### src/rtl/fpu_cmd_sequencer_if.sv
// rtl/fpu_cmd_sequencer_if.sv - command, fpu issue and result handshake bundle
interface fpu_cmd_sequencer_if #(
  parameter int TAG_W = 4
) ();
  logic             cmd_valid;
  logic             cmd_ready;
  logic [31:0]      cmd_a;
  logic [31:0]      cmd_b;
  logic [1:0]       cmd_op;
  logic [TAG_W-1:0] cmd_tag;

  logic [31:0]      fpu_a;
  logic [31:0]      fpu_b;
  logic [1:0]       fpu_op;
  logic             fpu_start;
  logic             fpu_done;
  logic [31:0]      fpu_r;

  logic             res_valid;
  logic             res_ready;
  logic [31:0]      res_data;
  logic [TAG_W-1:0] res_tag;
  logic             res_timeout;

  modport slave (
    input  cmd_valid, cmd_a, cmd_b, cmd_op, cmd_tag, fpu_done, fpu_r, res_ready,
    output cmd_ready, fpu_a, fpu_b, fpu_op, fpu_start, res_valid, res_data, res_tag, res_timeout
  );

  modport master (
    output cmd_valid, cmd_a, cmd_b, cmd_op, cmd_tag, fpu_done, fpu_r, res_ready,
    input  cmd_ready, fpu_a, fpu_b, fpu_op, fpu_start, res_valid, res_data, res_tag, res_timeout
  );
endinterface

### src/rtl/fpu_cmd_sequencer.sv
// rtl/fpu_cmd_sequencer.sv - buffers fpu commands, issues them one at a time, returns tagged results
// A watchdog forces a qNaN result when the fpu never reports completion.
module fpu_cmd_sequencer #(
  parameter int DEPTH   = 4,
  parameter int TAG_W   = 4,
  parameter int TIMEOUT = 256
) (
  input  logic                       clk,
  input  logic                       rst,
  fpu_cmd_sequencer_if.slave         bus,
  output logic                       busy,
  output logic [$clog2(DEPTH+1)-1:0] count
);

  localparam int CW = $clog2(DEPTH + 1);
  localparam int PW = $clog2(DEPTH);
  localparam int WW = $clog2(TIMEOUT + 1);
  localparam logic [WW-1:0] WD_LAST = WW'(TIMEOUT - 1);
  localparam logic [31:0]   QNAN    = 32'h7FC0_0000;

  typedef enum logic [2:0] {IDLE, ISSUE, WAIT_CLR, WAIT_DONE, RESULT} state_t;

  state_t state_q, state_d;

  logic [31:0]      fifo_a   [DEPTH];
  logic [31:0]      fifo_b   [DEPTH];
  logic [1:0]       fifo_op  [DEPTH];
  logic [TAG_W-1:0] fifo_tag [DEPTH];

  logic [PW-1:0]    wr_ptr_q, rd_ptr_q;
  logic [CW-1:0]    count_q, count_d;
  logic             cmd_ready_q, busy_q, busy_d;
  logic [WW-1:0]    wd_q, wd_d;

  logic [31:0]      op_a_q, op_b_q;
  logic [1:0]       op_op_q;
  logic [TAG_W-1:0] op_tag_q;

  logic             res_valid_q, res_timeout_q;
  logic [31:0]      res_data_q;
  logic [TAG_W-1:0] res_tag_q;

  logic             push, pop, complete, expire;

  // cmd_ready_q only reflects the registered fill level, so a push never lands on a full FIFO
  assign push = bus.cmd_valid && cmd_ready_q;

  always_comb begin
    state_d  = state_q;
    wd_d     = wd_q;
    pop      = 1'b0;
    complete = 1'b0;
    expire   = 1'b0;
    case (state_q)
      IDLE: begin
        if (count_q != '0) begin
          pop     = 1'b1;
          state_d = ISSUE;
        end
      end
      ISSUE: begin
        wd_d    = '0;
        state_d = WAIT_CLR;
      end
      WAIT_CLR: begin
        if (wd_q == WD_LAST) begin
          expire  = 1'b1;
          state_d = RESULT;
        end else begin
          wd_d = wd_q + 1'b1;
          if (!bus.fpu_done) state_d = WAIT_DONE;
        end
      end
      WAIT_DONE: begin
        if (bus.fpu_done) begin
          complete = 1'b1;
          state_d  = RESULT;
        end else if (wd_q == WD_LAST) begin
          expire  = 1'b1;
          state_d = RESULT;
        end else begin
          wd_d = wd_q + 1'b1;
        end
      end
      RESULT: begin
        if (bus.res_ready) state_d = IDLE;
      end
      default: state_d = IDLE;
    endcase
    count_d = count_q + CW'(push) - CW'(pop);
    busy_d  = (state_d != IDLE) || (count_d != '0);
  end

  always_ff @(posedge clk) begin
    if (rst) begin
      state_q       <= IDLE;
      wd_q          <= '0;
      wr_ptr_q      <= '0;
      rd_ptr_q      <= '0;
      count_q       <= '0;
      cmd_ready_q   <= 1'b1;
      busy_q        <= 1'b0;
      op_a_q        <= '0;
      op_b_q        <= '0;
      op_op_q       <= '0;
      op_tag_q      <= '0;
      res_valid_q   <= 1'b0;
      res_data_q    <= '0;
      res_tag_q     <= '0;
      res_timeout_q <= 1'b0;
    end else begin
      state_q     <= state_d;
      wd_q        <= wd_d;
      count_q     <= count_d;
      cmd_ready_q <= (count_d != CW'(DEPTH));
      busy_q      <= busy_d;
      if (push) wr_ptr_q <= wr_ptr_q + 1'b1;
      if (pop) begin
        rd_ptr_q <= rd_ptr_q + 1'b1;
        op_a_q   <= fifo_a[rd_ptr_q];
        op_b_q   <= fifo_b[rd_ptr_q];
        op_op_q  <= fifo_op[rd_ptr_q];
        op_tag_q <= fifo_tag[rd_ptr_q];
      end
      if (complete) begin
        res_data_q    <= bus.fpu_r;
        res_tag_q     <= op_tag_q;
        res_timeout_q <= 1'b0;
        res_valid_q   <= 1'b1;
      end else if (expire) begin
        res_data_q    <= QNAN;
        res_tag_q     <= op_tag_q;
        res_timeout_q <= 1'b1;
        res_valid_q   <= 1'b1;
      end else if (state_q == RESULT && bus.res_ready) begin
        res_valid_q <= 1'b0;
      end
    end
  end

  always_ff @(posedge clk) begin
    if (push) begin
      fifo_a[wr_ptr_q]   <= bus.cmd_a;
      fifo_b[wr_ptr_q]   <= bus.cmd_b;
      fifo_op[wr_ptr_q]  <= bus.cmd_op;
      fifo_tag[wr_ptr_q] <= bus.cmd_tag;
    end
  end

  assign bus.cmd_ready   = cmd_ready_q;
  assign bus.fpu_a       = op_a_q;
  assign bus.fpu_b       = op_b_q;
  assign bus.fpu_op      = op_op_q;
  assign bus.fpu_start   = (state_q == ISSUE);
  assign bus.res_valid   = res_valid_q;
  assign bus.res_data    = res_data_q;
  assign bus.res_tag     = res_tag_q;
  assign bus.res_timeout = res_timeout_q;
  assign busy            = busy_q;
  assign count           = count_q;

endmodule

### src/flat_wrapper.sv
// flat-port wrapper written by rule: the top's interface ports become plain ports
module fpu_cmd_sequencer_flat 
#(
  parameter int DEPTH   = 4,
  parameter int TAG_W   = 4,
  parameter int TIMEOUT = 256
)
  (clk, rst, busy, count, bus_cmd_valid, bus_cmd_a, bus_cmd_b, bus_cmd_op, bus_cmd_tag, bus_fpu_done, bus_fpu_r, bus_res_ready, bus_cmd_ready, bus_fpu_a, bus_fpu_b, bus_fpu_op, bus_fpu_start, bus_res_valid, bus_res_data, bus_res_tag, bus_res_timeout);
  fpu_cmd_sequencer_if #(.TAG_W(TAG_W)) bus_i ();
  input  logic clk;
  input  logic rst;
  output logic busy;
  output logic [$clog2(DEPTH+1)-1:0] count;
  input wire logic [$bits(bus_i.cmd_valid)-1:0] bus_cmd_valid;
  input wire logic [$bits(bus_i.cmd_a)-1:0] bus_cmd_a;
  input wire logic [$bits(bus_i.cmd_b)-1:0] bus_cmd_b;
  input wire logic [$bits(bus_i.cmd_op)-1:0] bus_cmd_op;
  input wire logic [$bits(bus_i.cmd_tag)-1:0] bus_cmd_tag;
  input wire logic [$bits(bus_i.fpu_done)-1:0] bus_fpu_done;
  input wire logic [$bits(bus_i.fpu_r)-1:0] bus_fpu_r;
  input wire logic [$bits(bus_i.res_ready)-1:0] bus_res_ready;
  output wire logic [$bits(bus_i.cmd_ready)-1:0] bus_cmd_ready;
  output wire logic [$bits(bus_i.fpu_a)-1:0] bus_fpu_a;
  output wire logic [$bits(bus_i.fpu_b)-1:0] bus_fpu_b;
  output wire logic [$bits(bus_i.fpu_op)-1:0] bus_fpu_op;
  output wire logic [$bits(bus_i.fpu_start)-1:0] bus_fpu_start;
  output wire logic [$bits(bus_i.res_valid)-1:0] bus_res_valid;
  output wire logic [$bits(bus_i.res_data)-1:0] bus_res_data;
  output wire logic [$bits(bus_i.res_tag)-1:0] bus_res_tag;
  output wire logic [$bits(bus_i.res_timeout)-1:0] bus_res_timeout;
  assign bus_i.cmd_valid = bus_cmd_valid;
  assign bus_i.cmd_a = bus_cmd_a;
  assign bus_i.cmd_b = bus_cmd_b;
  assign bus_i.cmd_op = bus_cmd_op;
  assign bus_i.cmd_tag = bus_cmd_tag;
  assign bus_i.fpu_done = bus_fpu_done;
  assign bus_i.fpu_r = bus_fpu_r;
  assign bus_i.res_ready = bus_res_ready;
  assign bus_cmd_ready = bus_i.cmd_ready;
  assign bus_fpu_a = bus_i.fpu_a;
  assign bus_fpu_b = bus_i.fpu_b;
  assign bus_fpu_op = bus_i.fpu_op;
  assign bus_fpu_start = bus_i.fpu_start;
  assign bus_res_valid = bus_i.res_valid;
  assign bus_res_data = bus_i.res_data;
  assign bus_res_tag = bus_i.res_tag;
  assign bus_res_timeout = bus_i.res_timeout;
  fpu_cmd_sequencer #(.DEPTH(DEPTH), .TAG_W(TAG_W), .TIMEOUT(TIMEOUT)) u_core (.clk(clk), .rst(rst), .bus(bus_i), .busy(busy), .count(count));
endmodule
### config.mk
export PLATFORM = sky130hd
export DESIGN_NAME = fpu_cmd_sequencer_flat
export DESIGN_NICKNAME = d
export VERILOG_FILES = /design/src/rtl/fpu_cmd_sequencer_if.sv /design/src/rtl/fpu_cmd_sequencer.sv /design/src/flat_wrapper.sv
export SDC_FILE = /design/constraint.sdc
export NUM_CORES = 1
export LEC_CHECK = 0
export CORE_MARGIN = 3
export CORE_UTILIZATION = 55
export CTS_CLUSTER_DIAMETER = 40
export DETAILED_ROUTE_END_ITERATION = 16
export PLACE_DENSITY = 0.81
export SLEW_MARGIN = 10
export SYNTH_ARGS = -nofsm -noshare
export SYNTH_HDL_FRONTEND = slang
export SYNTH_SLANG_ARGS = --single-unit
### constraint.sdc
create_clock -name clk -period 8.8 [get_ports clk]
set_clock_uncertainty 0.05 [all_clocks]
set_input_delay 0.88 -clock clk [delete_from_list [all_inputs] [get_ports clk]]
set_output_delay 0.88 -clock clk [all_outputs]
set_load 0.03 [all_outputs]
# Word level (Yosys, flattened, before mapping)
# Memory sizes are Yosys's and may differ from the RTL's. A register that Yosys moved wholly into a read port is not among the register bits.
# Cells that the tools add are included.
# classes
n_eq_ne	7
mux	26
n_reduce_logical	12
n_addsub	5
# op_table
op	n
$mux 32	2
$pmux 9 s3	1
$mux 3	6
$mux 9	2
$pmux 3 s5	1
$reduce_bool 3->1	5
$mux 1	11
$add 9x1->9 const B	1
$eq 9x8->1 const B	1
$mux 4	2
$eq 3x2->1 const B	2
$add 2x1->2 const B	2
$add 3x1->3	1
$eq 3x1->1 const B	1
$eq 3x3->1 const B	1
$logic_not 3->1	1
$ne 3x3->1 const B	1
$sub 3x1->3	1
$logic_and 1x1->1	2
$ne 2x2->1 const B	1
$pmux 1 s2	1
$reduce_and 2->1	1
$reduce_bool 2->1	1
$reduce_or 2->1	1
$logic_or 1x1->1	1
# word_totals
wordCells	65
memories	4
ramBits	280
in_bits	107
regBits	59
output_inout_bits	110
# mem_list
memory	depth	word_bits	read_ports	rd_ports_with_merged_regs	write_ports	line_no	source
u_core.fifo_a	4	32	1	1	1	fpu_cmd_sequencer.sv:25	logic [31:0] fifo_a [DEPTH];
u_core.fifo_b	4	32	1	1	1	fpu_cmd_sequencer.sv:26	logic [31:0] fifo_b [DEPTH];
u_core.fifo_tag	4	4	1	1	1	fpu_cmd_sequencer.sv:28	logic [TAG_W-1:0] fifo_tag [DEPTH];
u_core.fifo_op	4	2	1	1	1	fpu_cmd_sequencer.sv:27	logic [1:0] fifo_op [DEPTH];

# Depth between registers and ports, before layout
# depth
depth_word	6
depth_mapped	12
mapped_depth_nobuf	10

# Worst setup path before layout
# OpenSTA, ideal clock, no wires.
# synth_path
path_type	input port to flip-flop
from	input port bus_cmd_valid
to	memory u_core.fifo_a[1][0], enable pin
n_path_buf	0
arrival_time_ns	2.574
cell_stages	1
setup_slack_ns	5.740
setup_ns	0.436
required_time_ns	8.314
path_cell_list	and3_1
# synth_via
elab_chain_len	3
# synth_rtl
element	line_no	source
start, declared	flat_wrapper.sv:14	input wire logic [$bits(bus_i.cmd_valid)-1:0] bus_cmd_valid;
$logic_and 1x1->1	fpu_cmd_sequencer.sv:46	assign push = bus.cmd_valid && cmd_ready_q;
$mux 1	fpu_cmd_sequencer.sv:142	if (push) begin
$mux 1 (implied by the code)	fpu_cmd_sequencer.sv:143	fifo_a[wr_ptr_q] <= bus.cmd_a;
end, declared	fpu_cmd_sequencer.sv:25	
# No other way between the ends.

# Final worst setup path
# layout_path
from	register u_core.state_q[1]
to	register u_core.busy_q, in the netlist u_core.busy
# layout_via
elab_chain_len	5
word_cells_on_any_way	17
cone_classes	add/sub: 1; eq/ne: 4; mux: 8; reduce/logical: 4
# layout_rtl
element	line_no	source
start, declared	fpu_cmd_sequencer.sv:23	state_t state_q, state_d;
start signal, assigned	fpu_cmd_sequencer.sv:112	state_q <= state_d;
$logic_not 3->1	fpu_cmd_sequencer.sv:54	case (state_q)
$mux 1	fpu_cmd_sequencer.sv:54	
$sub 3x1->3	fpu_cmd_sequencer.sv:90	count_d = count_q + CW'(push) - CW'(pop);
named net u_core.count_d[1]	fpu_cmd_sequencer.sv:31	logic [CW-1:0] count_q, count_d;
$reduce_bool 3->1	fpu_cmd_sequencer.sv:91	busy_d = (state_d != IDLE) || (count_d != '0);
$logic_or 1x1->1	fpu_cmd_sequencer.sv:91	
end signal, assigned	fpu_cmd_sequencer.sv:116	busy_q <= busy_d;
end, declared	fpu_cmd_sequencer.sv:32	logic cmd_ready_q, busy_q, busy_d;
# The timed path passes the listed nets, and every way through them passes these cells.
# A chain may end at the register's enable or synchronous reset.

==> reports/results.md <==
| Step | Metric | Reported |
|:---|:---|:---|
| cells and area | Layout overhead on the synthesized area | 26.9% |
| global routing | Number of antenna violations at the first check in global routing | 3 |
| global routing | Global router's overall resource usage | 21.2% |
| worst setup path | Arrival time worst endpoint | 4360 ps |
| yosys | Netlist cell types | 41 |
| worst setup path | Category of the worst setup path capture point | register |
| worst setup path | Cell with the largest stage delay on the worst path | sky130_fd_sc_hd__buf_4 |
| worst setup path | Data required time of the worst path | 9160 ps |
| power | Comb pwr share | 26.8% |
| worst setup path | Combined buffer and inverter count along the critical path | 4 |
| global routing | Global-route wire length before repair | 48,000 um |
| placement | DP Wirelength | 17,600 um |
| drt | Detailed-routing iteration count for the pre-antenna-repair pass | 5 |
| worst setup path | Cell chain of the critical path | nor3_2 > o31ai_4 > buf_4 > inv_2 > buf_4 > ha_1 > inv_1 > ha_1 > fa_1 > nor2_1 > a41oi_1 > or3_1 |
| clocking | Register clock-pin slew on the reported worst setup and hold paths | 50 ps |
| drt | Sum of routed wire length over all layers | 30,400 um |
| clocking | Post-cts repair resize count | 0 |
| yosys | Seq cells post-synth | 409 |
| timing | Endpoints failing setup | 0 |
| global routing | Vias in the first global route | 8,986 |
| floorplanning | Die height | 170 um |
| timing | Least setup slack across all paths after layout | 4800 ps |
| cells and area | Fin cells | 1,536 |
| timing | Final Cycle Share | 45.4% |
| floorplanning | Horizontal die dimension | 170 um |
| clocking | CTS tree | built |
| clocking | Total CTS buffers | 48 |
| power | Fraction of power consumed by the clock network | 31.4% |
| timing | Worst-margin pin slew | 1110 ps |
| yosys | Post-synth ARST share | 0% |
| cells and area | Final #Nets | 1,278 |
| clocking | CTS HTree Levels | 2 |
| floorplanning | Die Footprint | 29,000 um^2 |
| yosys | Post-synth EDFFs | 280 |
| worst setup path | Launch point of the worst reg-to-reg path | u_core.state_q[1]$_SDFF_PP0_ |
| power | Switching pwr | 1.92 mW |
| run status | Result of the run | completed |
| worst setup path | Number of cells on the critical path | 12 |
| timing | Final Critical Period | 4000 ps |
| drt | Detail-routed via count per cell | 5.59 |
| power | Relative contribution of sequential cells to total power | 41.9% |
| floorplanning | Top-Level Pins | 217 |
| timing | WHS | 401 ps |
| worst setup path | Crit path max fanout | 73 |
| power | Cell area power density | 321 nW/um^2 |
| yosys | Synthesized instance count | 939 |
| clocking | Clock Sinks | 409 |
| power | Internal power component | 4.14 mW |
| yosys | Average instance area after synthesis | 15.8 um^2 |
| placement | Port Buffers | 216 |
| timing | RSZ-0062 raised after global routing | no |
| yosys | Biggest area consumer among synthesized cells | sky130_fd_sc_hd__edfxtp_1 |
| global routing | Pin count of the biggest net entering global routing | 81 |
| timing | Number of hold-slack violations in the final timing report | 0 |
| worst setup path | Delay contributed by the slowest stage of the critical path | 690 ps |
| floorplanning | Placement row count | 59 |
| yosys | Leading post-synthesis cells by cell area | sky130_fd_sc_hd__edfxtp_1, sky130_fd_sc_hd__dfxtp_1, sky130_fd_sc_hd__mux4_2 |
| yosys | Post-Synthesis Cell Area | 14,800 um^2 |
| worst setup path | Sort of element at the start of the critical path | register |
| placement | Final weighted congestion in routability-driven placement | 0.777 |
| yosys | Primary FF master, synth | sky130_fd_sc_hd__edfxtp_1 |
| clocking | Clk_lat worst skew | 540 ps |
| timing | Achievable Freq | 0.250 GHz |
| worst setup path | Setup slack of the most critical reg-to-reg path | 4800 ps |
| clocking | Number of buffers between clock root and the deepest sink | 3 |
| drt | Vias after detailed routing | 8,592 |
| clocking | Cts-stage hold buffer count | 0 |
| yosys | Net Count, Synth | 1,056 |
| job | Max-cap check violation count | 0 |
| global routing | Global route overflow | 0 |
| clocking | Post-CTS Repair Setup Buffers | 0 |
| timing | Summed negative setup slack over all endpoints | 0 ps |
| yosys | Area share of the largest cell type after synthesis | 56.6% |
| drt | Detail-routed net length per standard cell | 19.8 um |
| drt | Number of nets with antenna violations after routing | 0 |
| cells and area | Number of inserted filler cells in the final layout | 1,691 |
| placement | DP Worst Slack | 4780 ps |
| worst setup path | Capture point of the worst path | u_core.busy$_SDFF_PP0_ |
| yosys | Synth Warn # | 0 |
| timing | Worst slew margin relative to its limit | 25.9% |
| cells and area | Fraction of layout instances using a drive strength above 1 | 14.3% |
| worst setup path | Critical path's top delay family | buffers and inverters |
| drt | Initial DRC Count | 607 |
| worst hold path | Tightest Hold Check Type | register to register |
| worst setup path | Worst Reg-to-Reg Cells | 12 |
| clocking | Root buffer cell | sky130_fd_sc_hd__clkbuf_16 |
| placement | Placed cell count | 1,446 |
| floorplanning | Area inside the core boundary | 26,300 um^2 |
| floorplanning | Initial Utilization | 56.5% |
| worst setup path | Worst R2R End | u_core.busy$_SDFF_PP0_ |
| timing | Max-slew violation total from the final report | 0 |
| yosys | Share of synthesized area occupied by flip-flops and latches | 74.0% |
| drt | DRC errors left | 0 |
| power | IR Drop Worst-Case VDD | 218 uV |
| power | Static leakage | 6.26 nW |
| power | Switching part of the total | 31.7% |
| worst setup path | Launch point of the worst path | u_core.state_q[1]$_SDFF_PP0_ |
| worst setup path | Worst setup path class | register to register |
-- worst min path at each step --
| stage | start | to | slack, ps | cells past startpoint |
|---|---|---|---|---|
| CTS | u_core.bus.fpu_a[23]$_SDFFE_PP0P_ | u_core.bus.fpu_a[23]$_SDFFE_PP0P_ | 400 | 2 |
| floorplan | u_core.op_tag_q[0]$_SDFFE_PP0P_ | u_core.bus.res_tag[0]$_SDFFE_PP0P_ | 380 | 2 |
| detailed placement | u_core.bus.fpu_a[23]$_SDFFE_PP0P_ | u_core.bus.fpu_a[23]$_SDFFE_PP0P_ | 400 | 2 |
| global placement | u_core.op_tag_q[0]$_SDFFE_PP0P_ | u_core.bus.res_tag[0]$_SDFFE_PP0P_ | 390 | 2 |
| global route | u_core.bus.fpu_b[28]$_SDFFE_PP0P_ | u_core.bus.fpu_b[28]$_SDFFE_PP0P_ | 420 | 2 |
| finish | u_core.bus.fpu_b[30]$_SDFFE_PP0P_ | u_core.bus.fpu_b[30]$_SDFFE_PP0P_ | 400 | 2 |
-- cell usage after synthesis, drive strengths merged (4+ instances only) --
| library cell | count |
|---|---|
| ha | 9 |
| clkbuf | 28 |
| nand3 | 4 |
| xnor2 | 8 |
| nor3 | 13 |
| and3 | 5 |
| a211oi | 4 |
| nor2 | 57 |
| buf | 24 |
| a22oi | 23 |
| edfxtp | 280 |
| inv | 11 |
| nand2 | 158 |
| a21oi | 82 |
| dfxtp | 129 |
| mux4 | 70 |
-- layer usage --
layer	GRT usage [%]	routed length (um)
met1	27.2	12100
met2	37.0	15400
met3	4.53	2280
met4	5.89	577
met5	0	27
-- cell families after synthesis --
kind of cell	count (synthesis)	share of synthesized area, %
compound gates	122	4.89
xor+xnor	9	0.531
fa+ha+maj	10	0.893
buf+inv	63	1.90
flops	409	74.0
mux	72	10.8
simple gates	254	7.02
-- cell type report --
cell class                      instances  area, um^2  area share (%)
Antenna cell                            1        2.50          0.0133
Clock inverter                         34         317            1.68
Clock buffer                           55        1250            6.63
Inverter                               11        41.3           0.219
Tap cell                              335         419            2.22
Sequential cell                       409       11000            58.4
Timing Repair Buffer                  224        2220            11.8
Multi-Input combinational cell        467        3600            19.1
-- power groups by stage --
| stage | combinational [mW] | clock (mW) | sequential (mW) |
|---|---|---|---|
| after CTS | 1.64 | 1.93 | 2.54 |
| after detailed placement | 1.63 | 0 | 2.58 |
| after floorplan | 0.828 | 0 | 2.76 |
| final | 1.62 | 1.90 | 2.53 |
| after global placement | 1.60 | 0 | 2.56 |
| after global routing | 1.75 | 2.00 | 2.57 |
-- cell usage in the layout (no fill, tap or decap), types with 2 or more instances in the layout --
cell	n
sky130_fd_sc_hd__clkinv_1	2
sky130_fd_sc_hd__nand2b_1	3
sky130_fd_sc_hd__edfxtp_1	280
sky130_fd_sc_hd__or3_1	3
sky130_fd_sc_hd__a22oi_1	23
sky130_fd_sc_hd__xnor2_1	8
sky130_fd_sc_hd__or2_2	2
sky130_fd_sc_hd__a211oi_1	4
sky130_fd_sc_hd__inv_1	10
sky130_fd_sc_hd__nor2_1	57
sky130_fd_sc_hd__dfxtp_1	127
sky130_fd_sc_hd__clkbuf_1	6
sky130_fd_sc_hd__dfxtp_4	2
sky130_fd_sc_hd__nand2_1	158
sky130_fd_sc_hd__or4_1	2
sky130_fd_sc_hd__clkinv_4	3
sky130_fd_sc_hd__inv_6	8
sky130_fd_sc_hd__a21o_1	2
sky130_fd_sc_hd__bufinv_16	3
sky130_fd_sc_hd__nor3b_1	2
sky130_fd_sc_hd__mux2i_1	2
sky130_fd_sc_hd__buf_4	9
sky130_fd_sc_hd__clkinv_8	2
sky130_fd_sc_hd__clkinv_2	12
sky130_fd_sc_hd__o31ai_1	2
sky130_fd_sc_hd__nor2b_1	2
sky130_fd_sc_hd__clkdlybuf4s50_1	215
sky130_fd_sc_hd__nor3_1	12
sky130_fd_sc_hd__o21ai_0	3
sky130_fd_sc_hd__mux4_2	70
sky130_fd_sc_hd__ha_1	9
sky130_fd_sc_hd__clkbuf_16	49
sky130_fd_sc_hd__and3_4	4
sky130_fd_sc_hd__a21oi_1	82
sky130_fd_sc_hd__nand3_1	4
sky130_fd_sc_hd__clkinvlp_4	4
-- stage by stage --
stage	power (mW)	cell area, um^2	util, %
2_1_floorplan	3.59	14800	-
3_3_place_gp	4.16	17300	65.7
3_5_place_dp	4.21	17300	65.7
4_1_cts	6.12	18800	71.7
5_1_grt	6.33	18800	71.7
6_report	6.05	18800	71.7
-- worst min-delay path, stage by stage, from the launching register on --
cell and delay, ps:
sky130_fd_sc_hd__dfxtp_1 300, sky130_fd_sc_hd__nand2_1 50, sky130_fd_sc_hd__a21oi_1 50
-- sequential cells by signal (all words and copies together), names as in the netlist --
signal,count
u_core.wd_q,9
u_core.bus.fpu_b,32
u_core.bus.res_tag,4
u_core.busy,1
u_core.fifo_b,128
u_core.bus.cmd_ready,1
u_core.bus.fpu_a,32
u_core.op_tag_q,4
u_core.state_q,3
u_core.bus.fpu_op,2
u_core.fifo_tag,16
u_core.fifo_op,8
u_core.wr_ptr_q,2
u_core.bus.res_data,32
u_core.fifo_a,128
u_core.bus.res_timeout,1
u_core.rd_ptr_q,2
u_core.count,3
u_core.bus.res_valid,1
Power figures use the tool's default switching activity.
==> RTL change 1, RTL diff (same flow settings) <==
The 5 states of `state_t` get a one-hot encoding in 5 bits.
--- a/src/rtl/fpu_cmd_sequencer.sv
+++ b/src/rtl/fpu_cmd_sequencer.sv
@@ -18,7 +18,7 @@
   localparam logic [WW-1:0] WD_LAST = WW'(TIMEOUT - 1);
   localparam logic [31:0]   QNAN    = 32'h7FC0_0000;
 
-  typedef enum logic [2:0] {IDLE, ISSUE, WAIT_CLR, WAIT_DONE, RESULT} state_t;
+  typedef enum logic [4:0] {IDLE = 5'b00001, ISSUE = 5'b00010, WAIT_CLR = 5'b00100, WAIT_DONE = 5'b01000, RESULT = 5'b10000} state_t;
 
   state_t state_q, state_d;
 
Behaviour: no difference found for any inputs over 4 cycles, from zero or initial values and one cycle with rst high; so few cycles prove little.
==> RTL change 1 against the original RTL <==
- power rose by 1.1%
- wire length grew 4.4%
- critical path depth is 3 lower
- largest power group unchanged
- design area grew 1.8%
- die area rose by 2.0%
- sequential cell count rose by 2
- setup slack improved by 540 ps
- synthesized area is 2.1% higher
==> RTL change 1: results (changes against the original RTL) <==
Outcome
  – Status: finished clean (unchanged)

Routing
  – Detailed router's first-iteration violation count: 678 (was 607)
  – Met2 WL: 15,800 um (was 15,400 um)
  – Met1 WL: 12,600 um (was 12,100 um)
  – Vias: 8,912 (was 8,592)
  – Met3 Wirelength: 2450 um (was 2280 um)
  – Post-DR wirelength/cell: 20.2 um (was 19.8 um)

Layout
  – Fill cell count: 1,712 (was 1,691)
  – Final Non-Filler Cells: 1,572 (was 1,536)
  – Final nets: 1,305 (was 1,278)
  – Final Instance Area: 0.0192 mm^2 (was 0.0188 mm^2)
  – Layout cells sized above 1: 0.150 (was 0.143)

Synth
  – Post-synthesis xor/xnor area fraction: 0.00347 (was 0.00531)
  – Unique masters post-synth: 57 (was 41)
  – Mux cell area share after synthesis: 0.107 (was 0.108)
  – Net Count, Synth: 1,088 (was 1,056)
  – Sequential share of the synthesized area: 0.728 (was 0.740)
  – Post-Synth Adder-Cell Area: 0.00793 (was 0.00893)
  – Synth Instances: 972 (was 939)
  – Synth area leaders: edfxtp_1, dfxtp_1, mux4_2, nand2_1, a21oi_1 (unchanged)
  – Most instantiated cells after synthesis: edfxtp_1, nand2_1, dfxtp_1 (unchanged)

Global routing
  – M1 GR Usage: 0.260 (was 0.272)
  – GR Layer Usage met3: 0.0528 (was 0.0453)
  – GRT Total Usage: 0.211 (was 0.212)
  – Met2 Track Usage GR: 0.364 (was 0.370)
  – Largest net degree at the start of global routing: 73 (was 81)
  – First-pass GRT wire length: 48,500 um (was 48,000 um)
  – Initial antenna violation count: 4 (was 3)
  – Vias in the first global route: 9,153 (was 8,986)

Clock tree
  – CTS buffer count: 47 (was 48)

Setup path
  – Crit-path max cell delay: 810 ps (was 690 ps)
  – Slowest-stage cell, CP: nand3_4 (was buf_4)
  – Worst setup startpoint: u_core.state_q[0] (was u_core.state_q[1])
  – Crit-path max FO: 72 (was 73)
  – R2R setup slack: 5340 ps (was 4800 ps)
  – R2R depth: 9 (was 12)
  – CP top delay family: simple AND/OR/NAND/NOR gates (was buffers and inverters)
  – Crit path DAT: 3790 ps (was 4360 ps)

Power
  – Peak VDD IR: 0.233 mV (was 0.218 mV)
  – Int Power: 4.21 mW (was 4.14 mW)
  – Clock power frac: 0.319 (was 0.314)

Min path
  – Hold EP: u_core.wd_q[7] (was u_core.bus.fpu_b[30])
  – Hold path depth: 1 (was 2)

Placed design
  – Routability Congestion: 0.777 (about the same)
  – Placed insts: 1,481 (was 1,446)
  – DP HPWL: 18,400 um (was 17,600 um)
  – Post-DP Area: 0.0176 mm^2 (was 0.0173 mm^2)

Timing
  – Fin crit share: 0.393 (was 0.454)
[RTL change 1: cell count changes in the layout (fill, tap and decap cells not counted), moves of 8 or more]
cell      delta
nor2_1      -47
o221a_2      +9
nand2_1     +21
clkbuf_1     +8
o21ai_0     +26
clkinv_2     -9
a21oi_1     +24
a22oi_1     -23
nor3_1       -9
[RTL change 1: layout make-up]
| cell class | count | share of cell area |
|---|---|---|
| clock buffer | 67 | 0.0690 |
| clock inverter | 21 | 0.0144 |
| tap | 341 | 0.0222 |
| timing repair buffer | 224 | 0.116 |
| inverter | 14 | 0.00281 |
| antenna | 3 | 0.000391 |
| sequential | 411 | 0.576 |
| multi-input combinational | 491 | 0.200 |
[RTL change 1: logic make-up (layout without fill, tap and decap cells)]
kind of cell,count (synthesis),after routing
xor gates and xnor gates,6,6
DFF,411,411
other,0,3
muxes,74,74
and+or+nand+nor,239,239
AOI/OAI and AO/OA,163,163
buffers and inverters,70,326
adders and majority gates,9,9
==> RTL change 2, RTL diff (same flow settings) <==
Made on the original files. `TIMEOUT` is set to 256 in 2 places; all go to 128.
--- a/src/rtl/fpu_cmd_sequencer.sv
+++ b/src/rtl/fpu_cmd_sequencer.sv
@@ -3,7 +3,7 @@
 module fpu_cmd_sequencer #(
   parameter int DEPTH   = 4,
   parameter int TAG_W   = 4,
-  parameter int TIMEOUT = 256
+  parameter int TIMEOUT = 128
 ) (
   input  logic                       clk,
   input  logic                       rst,
--- a/src/flat_wrapper.sv
+++ b/src/flat_wrapper.sv
@@ -3,7 +3,7 @@
 #(
   parameter int DEPTH   = 4,
   parameter int TAG_W   = 4,
-  parameter int TIMEOUT = 256
+  parameter int TIMEOUT = 128
 )
   (clk, rst, busy, count, bus_cmd_valid, bus_cmd_a, bus_cmd_b, bus_cmd_op, bus_cmd_tag, bus_fpu_done, bus_fpu_r, bus_res_ready, bus_cmd_ready, bus_fpu_a, bus_fpu_b, bus_fpu_op, bus_fpu_start, bus_res_valid, bus_res_data, bus_res_tag, bus_res_timeout);
   fpu_cmd_sequencer_if #(.TAG_W(TAG_W)) bus_i ();
Formal check against the unedited RTL: same outputs for any inputs over 4 cycles, from zero or initial values and one cycle with rst high; that may be too few to reach the edited logic, so the function may still have changed.
==> RTL change 2 against the original RTL <==
- synthesized area fell by 0.69%
- sequential cell count fell by 1
- setup slack got worse by 280 ps
- utilization fell by 0.32 points
- design area fell by 0.73%
- first-iteration DRC count fell by 3.0%
- power fell by 1.3%
- via count fell by 1.8%
- wire length rose by 0.38%
- cell count fell by 3.3%
==> RTL change 2: results (changes against the original RTL) <==
Min path
  – Hold path depth: 2 (unchanged)
  – Hold path start: u_core.bus.fpu_a[26] (was u_core.bus.fpu_b[30])
  – Hold EP: u_core.bus.fpu_a[26] (was u_core.bus.fpu_b[30])

Setup path
  – Crit path DAT: 4620 ps (was 4360 ps)
  – R2R setup slack: 4520 ps (was 4800 ps)
  – R2R depth: 11 (was 12)
  – Crit-path max FO: 73 (unchanged)

Synth
  – Post-synthesis xor/xnor area fraction: 0.00356 (was 0.00531)
  – Post-Synth Adder-Cell Area: 0.00730 (was 0.00893)
  – Unique masters post-synth: 45 (was 41)
  – Ys async rst share: 0 (unchanged)
  – Net Count, Synth: 1,006 (was 1,056)
  – Synth area leaders: edfxtp_1, dfxtp_1, mux4_2, nand2_1, a21oi_1 (unchanged)
  – Mux cell area share after synthesis: 0.110 (was 0.108)
  – Sequential share of the synthesized area: 0.744 (was 0.740)
  – Most instantiated cells after synthesis: edfxtp_1, nand2_1, dfxtp_1 (unchanged)
  – Post-synth EDFFs: 280 (unchanged)
  – Synth Area in Compound Gates: 0.0560 (was 0.0489)

Global routing
  – GRT Total Usage: 0.212 (about the same)
  – Initial antenna violation count: 1 (was 3)
  – First-pass GRT wire length: 47,700 um (was 48,000 um)
  – GR Layer Usage met3: 0.0498 (was 0.0453)
  – Largest net degree at the start of global routing: 93 (was 81)
  – Met2 Track Usage GR: 0.352 (was 0.370)
  – Vias in the first global route: 8,570 (was 8,986)
  – M1 GR Usage: 0.287 (was 0.272)

Clock tree
  – CTS Buffer Depth: 3 (unchanged)
  – CTS buffer count: 46 (was 48)
  – Postcts setup bufs: 0 (unchanged)
  – CTS H-tree depth: 2 (unchanged)

Routing
  – DR top layer: met5 (unchanged)
  – Drt pass-1 iters: 5 (unchanged)
  – Vias per cell: 5.68 (was 5.59)
  – Met1 WL: 12,600 um (was 12,100 um)
  – Detailed router's first-iteration violation count: 589 (was 607)
  – Met2 WL: 14,900 um (was 15,400 um)
  – Met3 Wirelength: 2280 um (about the same)
  – Drt total wl: 30,500 um (was 30,400 um)

Layout
  – Fill cell count: 1,674 (was 1,691)
  – Final nets: 1,228 (was 1,278)
  – Layout cells sized above 1: 0.151 (was 0.143)

Job
  – Max-Cap Viols: 0 (unchanged)

Timing
  – Final Max Slew Viols: 0 (unchanged)
  – Worst-Margin Slew: 1110 ps (about the same)

Outcome
  – Status: finished clean (unchanged)

Placed design
  – DP HPWL: 17,100 um (was 17,600 um)
  – Routability Congestion: 0.794 (was 0.777)
  – Post-DP Area: 0.0172 mm^2 (was 0.0173 mm^2)
  – IO Port Bufs: 216 (unchanged)

Power
  – PD cells: 319 mW/mm^2 (was 321 mW/mm^2)
  – Sw power: 1.84 mW (was 1.92 mW)
  – Peak VDD IR: 0.312 mV (was 0.218 mV)
  – Static leakage: 6.21 nW (was 6.26 nW)
  – Sequential share of power: 0.414 (was 0.419)
## RTL change 2: cell count changes after synthesis, moves of 3 or more
cell      change
nor2_1       -39
a21oi_1       -3
buf_4         +7
buf_2         -8
nand4b_1      +3
o221a_2       +9
a22o_1       +24
nand2_1       -4
a22oi_1      -23
mux2i_1       +3
a211oi_1      -4
xnor2_1       -3
nor3_1        -8
## RTL change 2: worst max-delay path, stage by stage (launching register included)
cell and delay [ps]:
dfxtp_1 530, or2_2 220, or3_4 750, inv_4 590, ha_1 480, inv_1 40, ha_1 180, fa_1 410
xnor2_1 170, xnor2_1 160, a21oi_1 90, or4_1 430
## RTL change 2: through the flow
| step | hold WS, ps | cells | util |
|---|---|---|---|
| global route | 420 | 1484 | 0.714 |
| CTS | 405 | 1484 | 0.714 |
| detailed placement | 398 | 1400 | 0.656 |
| global placement | 390 | 1400 | 0.656 |
| floorplan | 386 | 891 | - |
| finish | 403 | 1485 | 0.714 |
## RTL change 2: area by class of cell
cell class | instances | area, um^2 | area share
Antenna cell | 1 | 2.50 | 0.000134
Multi-Input combinational cell | 423 | 3530 | 0.189
Clock buffer | 55 | 1230 | 0.0656
Sequential cell | 408 | 11000 | 0.587
Clock inverter | 29 | 293 | 0.0157
Timing Repair Buffer | 224 | 2220 | 0.119
Tap cell | 335 | 419 | 0.0224
Inverter | 10 | 40.0 | 0.00214
## RTL change 2: worst max path at each step
stage / startpoint / endpoint / slack, ps / cells after the start
CTS: u_core.state_q[1] / u_core.busy / 4460 / 11
floorplan: u_core.count[1] / u_core.busy / 5740 / 13
global route: u_core.state_q[1] / u_core.busy / 4210 / 11
global placement: u_core.state_q[1] / u_core.busy / 4580 / 11
finish: u_core.state_q[1] / u_core.busy / 4520 / 11
detailed placement: u_core.state_q[1] / u_core.busy / 4520 / 11
